[config.mk]
export PLATFORM = sky130hd
export DESIGN_NAME = fp_signmag_addsub_pipe
export DESIGN_NICKNAME = d
export VERILOG_FILES = /design/src/rtl/fp_signmag_addsub_pipe.sv
export SDC_FILE = /design/constraint.sdc
export NUM_CORES = 1
export LEC_CHECK = 0
export BUFFER_PORTS_ARGS = -buffer_cell sky130_fd_sc_hd__buf_2
export CAP_MARGIN = 20
export CORE_UTILIZATION = 55
export DETAILED_ROUTE_END_ITERATION = 12
export PLACE_DENSITY = 0.76
export SLEW_MARGIN = 30
export SYNTH_ARGS = -nofsm -noshare
export SYNTH_HDL_FRONTEND = slang
export SYNTH_SLANG_ARGS = --single-unit
[constraint.sdc]
create_clock -name clk -period 4.7 [get_ports clk]
set_input_delay 0 -clock clk [delete_from_list [all_inputs] [get_ports clk]]
set_output_delay 0 -clock clk [all_outputs]
set_load 0.01 [all_outputs]
[src/rtl/fp_signmag_addsub_pipe.sv]
// Sign-magnitude mantissa add/subtract for the FP adder, between alignment and normalisation.
// Latency: 2 cycles (S1 compare/order, S2 add/sub + leading-zero count), one beat per cycle.
// Backpressure: out_ready low holds S2; S1 keeps its beat and in_ready drops once S1 is also full.
module fp_signmag_addsub_pipe #(
    parameter int MW = 24,
    parameter int GW = 2,
    localparam int W = MW + GW,
    localparam int LZW = $clog2(W + 2)
) (
    input  logic           clk,
    input  logic           res,
    input  logic           in_valid,
    output logic           in_ready,
    input  logic           op_sub,
    input  logic           a_sign,
    input  logic [W-1:0]   a_mag,
    input  logic           b_sign,
    input  logic [W-1:0]   b_mag,
    output logic           out_valid,
    input  logic           out_ready,
    output logic           out_sign,
    output logic [W:0]     out_mag,
    output logic           out_zero,
    output logic [LZW-1:0] out_lzc
);

    // S1 state: ordered magnitudes plus the operation and sign they imply
    logic           r_s1_vld;
    logic           r_s1_eff_sub;
    logic           r_s1_sign;
    logic [W-1:0]   r_s1_big;
    logic [W-1:0]   r_s1_small;

    // S2 state: the registered result presented on out_*
    logic           r_s2_vld;
    logic           r_s2_sign;
    logic [W:0]     r_s2_mag;
    logic           r_s2_zero;
    logic [LZW-1:0] r_s2_lzc;

    logic           w_eb;
    logic           w_eff_sub;
    logic           w_a_gt;
    logic           w_eq;
    logic           w_sign;
    logic [W-1:0]   w_big;
    logic [W-1:0]   w_small;
    logic           w_s1_adv;
    logic [W:0]     w_sum;
    logic [LZW-1:0] w_lzc;

    // S1 can move into S2 whenever S2 is empty or being drained this cycle
    assign w_s1_adv = !r_s2_vld || out_ready;
    assign in_ready = !r_s1_vld || w_s1_adv;

    // Order operands by magnitude so S2 never has to produce a negative difference
    always_comb begin
        w_eb      = b_sign ^ op_sub;
        w_eff_sub = a_sign ^ w_eb;
        w_a_gt    = a_mag > b_mag;
        w_eq      = a_mag == b_mag;
        w_big     = a_mag;
        w_small   = b_mag;
        w_sign    = a_sign;
        if (w_eq) begin
            // x - x is +0; x + x keeps the common sign
            w_sign = w_eff_sub ? 1'b0 : a_sign;
        end else if (!w_a_gt) begin
            w_big   = b_mag;
            w_small = a_mag;
            w_sign  = w_eb;
        end
    end

    // S1 register: take a new beat on any accepting edge
    always_ff @(posedge clk or negedge res) begin
        if (!res) begin
            r_s1_vld     <= 1'b0;
            r_s1_eff_sub <= 1'b0;
            r_s1_sign    <= 1'b0;
            r_s1_big     <= '0;
            r_s1_small   <= '0;
        end else begin
            if (in_ready) begin
                r_s1_vld <= in_valid;
            end
            if (in_valid && in_ready) begin
                r_s1_eff_sub <= w_eff_sub;
                r_s1_sign    <= w_sign;
                r_s1_big     <= w_big;
                r_s1_small   <= w_small;
            end
        end
    end

    // S2 arithmetic: full-width sum keeps the carry in bit W; big >= small so the difference is non-negative
    always_comb begin
        w_sum = r_s1_eff_sub ? ({1'b0, r_s1_big} - {1'b0, r_s1_small})
                             : ({1'b0, r_s1_big} + {1'b0, r_s1_small});
    end

    // Leading zeros counted from bit W; the highest set bit wins, all-zero gives W+1
    always_comb begin
        w_lzc = LZW'(W + 1);
        for (int i = 0; i <= W; i++) begin
            if (w_sum[i]) begin
                w_lzc = LZW'(W - i);
            end
        end
    end

    // S2 register: loads when S1 holds a beat and S2 is free or draining
    always_ff @(posedge clk or negedge res) begin
        if (!res) begin
            r_s2_vld  <= 1'b0;
            r_s2_sign <= 1'b0;
            r_s2_mag  <= '0;
            r_s2_zero <= 1'b0;
            r_s2_lzc  <= '0;
        end else begin
            if (w_s1_adv) begin
                r_s2_vld <= r_s1_vld;
            end
            if (r_s1_vld && w_s1_adv) begin
                r_s2_sign <= r_s1_sign;
                r_s2_mag  <= w_sum;
                r_s2_zero <= (w_sum == '0);
                r_s2_lzc  <= w_lzc;
            end
        end
    end

    assign out_valid = r_s2_vld;
    assign out_sign  = r_s2_sign;
    assign out_mag   = r_s2_mag;
    assign out_zero  = r_s2_zero;
    assign out_lzc   = r_s2_lzc;

endmodule

=== Word-level counts from Yosys, hierarchy flattened ===
Cells that the tools add are included.

* Bits in registers: 90
* Input bits: 59
* Output and inout port bits: 36
* Word-level logic and storage cells: 58

* Add/sub/neg operators: 2
* $lt $le $gt $ge: 1
* Equal/unequal tests: 1
* Multiplexer cells: 35
* Bitwise logic cells: 2
* Reductions and logical operators: 7

{| class="wikitable"
|+ Operator list
! kind !! number
|-
| 5-bit two-way mux || 26
|-
| 26-bit two-way mux || 4
|-
| 26-bit by 26-bit adder with 27-bit output || 1
|-
| 27-bit logical NOT || 1
|-
| 27-bit two-way mux || 1
|-
| 26-bit by 26-bit subtractor with 27-bit output || 1
|-
| 26-bit equality test || 1
|-
| 26-bit greater-than comparator || 1
|-
| 1-bit two-way mux || 4
|-
| 1-bit logical AND || 2
|-
| 1-bit logical NOT || 2
|-
| 1-bit logical OR || 2
|-
| 1-bit bitwise XOR || 2
|}

=== Depth between registers and ports, before layout ===
* Depth after elaboration: 29
* Mapped depth: 19
* Mapped depth without buffers: 19

=== Worst setup path before layout ===
Ideal clock, no wire load.

* Path type: reg2reg
* Start point: register r_s1_small[0]
* End point: register r_s2_zero, in the netlist out_zero
* Library setup time: 0.066 ns
* Arrival time: 4.196 ns
* Data required time: 4.634 ns
* Path slack: 0.438 ns
* Stages on the path, launching flop included: 18
* Path buffers: 1
* Clock period less this slack: 4.262 ns
* Cell sequence: dfrtp_1 inv_1 ha_1 nor4bb_1 nor3b_1 nor2_1 xnor2_1 ha_1 clkbuf_1 o211ai_1 a31o_2 a21oi_1 o21ai_0 xnor2_1 or4_1 or4_4 nor4_2 a22o_1

* Cells in the longest elaborated chain, start to end: 3
* Elaborated cells on any way between the ends: 4
* Classes of those cells: add/sub: 2; mux: 1; reduce/logical: 1

{| class="wikitable"
|+ RTL lines
! element !! RTL line !! text
|-
| start: declaration || 32 || <nowiki>logic [W-1:0] r_s1_small;</nowiki>
|-
| start signal: assignment || 91 || <nowiki>r_s1_small <= w_small;</nowiki>
|-
| 26-bit by 26-bit adder with 27-bit output or 26-bit by 26-bit subtractor with 27-bit output (tied branches) || 99, 98 ||
|-
| 27-bit two-way mux (*) || 98 || <nowiki>w_sum = r_s1_eff_sub ? ({1'b0, r_s1_big} - {1'b0, r_s1_small})</nowiki>
|-
| 27-bit logical NOT (*) || 127 || <nowiki>r_s2_zero <= (w_sum == '0);</nowiki>
|-
| end signal: assignment || 127 ||
|-
| end: declaration || 38 || <nowiki>logic r_s2_zero;</nowiki>
|}

Every way passes the cells marked *; elsewhere a longest branch is shown, timed or not.
A chain may end at the register's enable or synchronous reset.

=== Final worst setup path ===
* Start point: register r_s1_small[2]
* End point: register r_s2_zero, in the netlist out_zero

Same word-level chain as after synthesis.

==> impl_metrics.json <==
{
  "ys_seq_area_share_pct": 30.4,
  "clock-root-buffer": "clkbuf_16",
  "path_clk_slew_ns": 0.07,
  "slew_headroom_pct": 47.7,
  "cts_htree_levels": 3,
  "multi_input_area_um2": 4880,
  "dieArea_um2": 13900,
  "synth_top_family_by_area": "simple AND/OR/NAND/NOR gates",
  "synth-main-ff-cell": "dfrtp_1",
  "drcViolationCount": 0,
  "antennaDiodeCount": 0,
  "ys_warn_count": 0,
  "syn_avg_cell_area_um2": 8.20,
  "layout.nets": 1143,
  "netlist_instances": 904,
  "required_ns": 4.99,
  "synth_area_um2": 7410,
  "synth_nets": 1018,
  "clk_latency_ns": 0.36,
  "crit_type": "flop to flop",
  "clock_skew_ns": 0.0111,
  "final_cell_mix": "206 x nor2_1, 93 x buf_2, 90 x dfrtp_1, 68 x mux2_2, 55 x dlygate4sd3_1",
  "grt_pass1_vias": 6691,
  "max_freq_mhz": 225,
  "fin_ws_ns": 0.260,
  "wl_um": 19600,
  "drtIter0Drc": 741,
  "std_cell_rows": 42,
  "preCtsSetupSlack_ns": 0.199,
  "outcome": "finished clean",
  "grt_start_max_net_pins": 57,
  "worstSetupEndpointType": "flop",
  "area_growth_pct": 20.2,
  "wl_per_cell_um": 16.2,
  "postRouteAntennaNets": 0,
  "ys_types": 67,
  "die_h_um": 118,
  "cts_buffers": 9,
  "power_density_nw_per_um2": 521,
  "worstSetupStartpointType": "flop",
  "dp_hpwl_um": 13200,
  "ff_latch_area_um2": 2250,
  "drive_gt1_share_pct": 20.2,
  "tritoncts": "yes",
  "async_reset_ff_share_pct": 100,
  "crit_path_max_fanout": 12,
  "synth-compound-area-share_pct": 18.9,
  "period_minus_slack_ns": 4.44,
  "setup_viol": 0,
  "gp_congestion": 0.856,
  "num_vias": 7134,
  "finalHoldViolCount": 0,
  "core_um2": 13200,
  "power.leakage_nw": 4.11,
  "synth_edf_count": 0,
  "worstPathArrival_ns": 4.73,
  "ir_drop_v": 0.000214,
  "die_x_um": 118,
  "final_common_cell": "nor2_1",
  "synth_seq_cells": 90,
  "drv_slew": 0,
  "muxShareOfSynthArea_pct": 10.7,
  "start_util_pct": 56.2,
  "grt_usage_pct": 28.9,
  "ios": 95,
  "antenna_found_initial": 0,
  "clock-sinks": 90,
  "fillCellCount": 1103,
  "rsz0062_at_grt": "yes",
  "grt_remaining_overflow": 0,
  "worst_slew_pin_slew_ns": 0.784,
  "grt_first_pass_wirelength_um": 32700,
  "hold_class": "input pin to flop",
  "post-route-period-util_pct": 94.5,
  "synth_xor_area_share_pct": 5.44,
  "vias_per_cell": 5.90,
  "drt-pass1-iter-count": 5,
  "synth_simple_gate_area_share_pct": 20.8,
  "synthAdderAreaFrac_pct": 9.39,
  "post-route-util_pct": 67.5,
  "port_buffers": 94,
  "drv_cap": 0,
  "cts_max_path_buffers": 2
}
cells in the mapped netlist (all sizes together) (9+ instances only):
cell,n,area [um2]
o21ai,30,150
inv,40,150
xor2,11,96.3
clkbuf,40,150
nor2,206,773
xnor2,35,307
nand4,10,62.6
a21oi,41,216
ha,54,676
o21a,9,67.6
o22ai,54,344
nor3,13,65.1
nand2,46,173
a31oi,10,62.6
nand2b,15,101
dfrtp,90,2250
a21o,19,143
mux2,68,766
cell type report:
cell class / instances / area share, %
clock inverters: 4 / 0.576
well taps: 176 / 2.47
multi-input cells: 728 / 54.8
repair buffers: 160 / 12.4
flip-flops and latches: 90 / 25.3
inverters: 40 / 1.69
clock buffers: 12 / 2.77
logic make-up after synthesis:
family                   count (synthesis)
adder cells (fa/ha/maj)                 55
AO/OA/AOI/OAI                          212
multiplexers                            71
buffers and inverters                   86
flip-flops                              90
XOR/XNOR                                46
AND/OR/NAND/NOR                        344
flip-flops by register name (all words and copies together), names as in the netlist:
| signal | count |
|---|---|
| r_s1_eff_sub | 1 |
| out_valid | 1 |
| out_lzc | 5 |
| r_s1_vld | 1 |
| out_sign | 1 |
| r_s1_sign | 1 |
| r_s1_big | 26 |
| r_s1_small | 26 |
| out_mag | 27 |
| out_zero | 1 |
metal layers:
metal,GRT usage [%],wire (um),vias up
met4,13.2,550,0
li1,-,-,3462
met1,40.3,9040,3312
met5,0,0,-
met3,3.29,1160,48
met2,45.0,8830,312
through the flow:
| stage | power, mW | area [um2] | TNS (ns) | instances | hold WS [ns] |
|---|---|---|---|---|---|
| finish | 4.64 | 8910 | 0 | 1210 | 0.0200 |
| global route | 4.99 | 8910 | -0.0766 | 1210 | 0.0161 |
| CTS | 4.59 | 8860 | 0 | 1210 | 0.00919 |
| detailed placement | 3.80 | 8010 | 0 | 1139 | -0.0217 |
| global placement | 3.76 | 8010 | 0 | 1139 | -0.0214 |
| floorplan | 3.14 | 7410 | 0 | 904 | -0.296 |
where the power goes:
group,total [mW],internal [mW],leakage [nW],switching [mW]
Sequential,1.18,1.00,1.04,0.181
Clock,0.738,0.427,0.143,0.311
Combinational,2.72,1.18,2.93,1.53
Total,4.64,2.61,4.11,2.03
critical path: stages (launching register included):
cell and delay, ns:
dfrtp_1 0.44, nor3_1 0.35, a31oi_1 0.20, xnor2_1 0.17, ha_1 0.42, a21o_1 0.25
nand2b_4 0.14, o2111a_1 0.27, or2_4 0.28, o22ai_2 0.17, xnor2_1 0.14, or4_1 0.57
or4_4 0.44, nor4_2 0.34, a22o_1 0.17
path summary, 6_finish.rpt:
| path | startpoint | to | slack, ns | cells after the start |
|---|---|---|---|---|
| max | r_s1_small[2] | out_zero | 0.26 | 14 |
| min | a_mag[12] | r_s1_big[12] | 0.02 | 3 |
| max reg2reg | r_s1_small[2] | out_zero | 0.26 | 14 |
| min reg2reg | out_mag[8] | out_mag[8] | 0.47 | 2 |
| max in group asynchronous | res | r_s1_big[1] | 3.48 | 3 |
| min in group asynchronous | res | out_mag[25] | 0.13 | 2 |
what timing repair did:
item,4_1_cts,5_1_grt
buffers inserted,0,0
hold buffers,55,0
setup endpoints to repair,0,5
resized for setup,0,8
hold endpoints to repair,88,0
(Power assumes the default switching activity.)
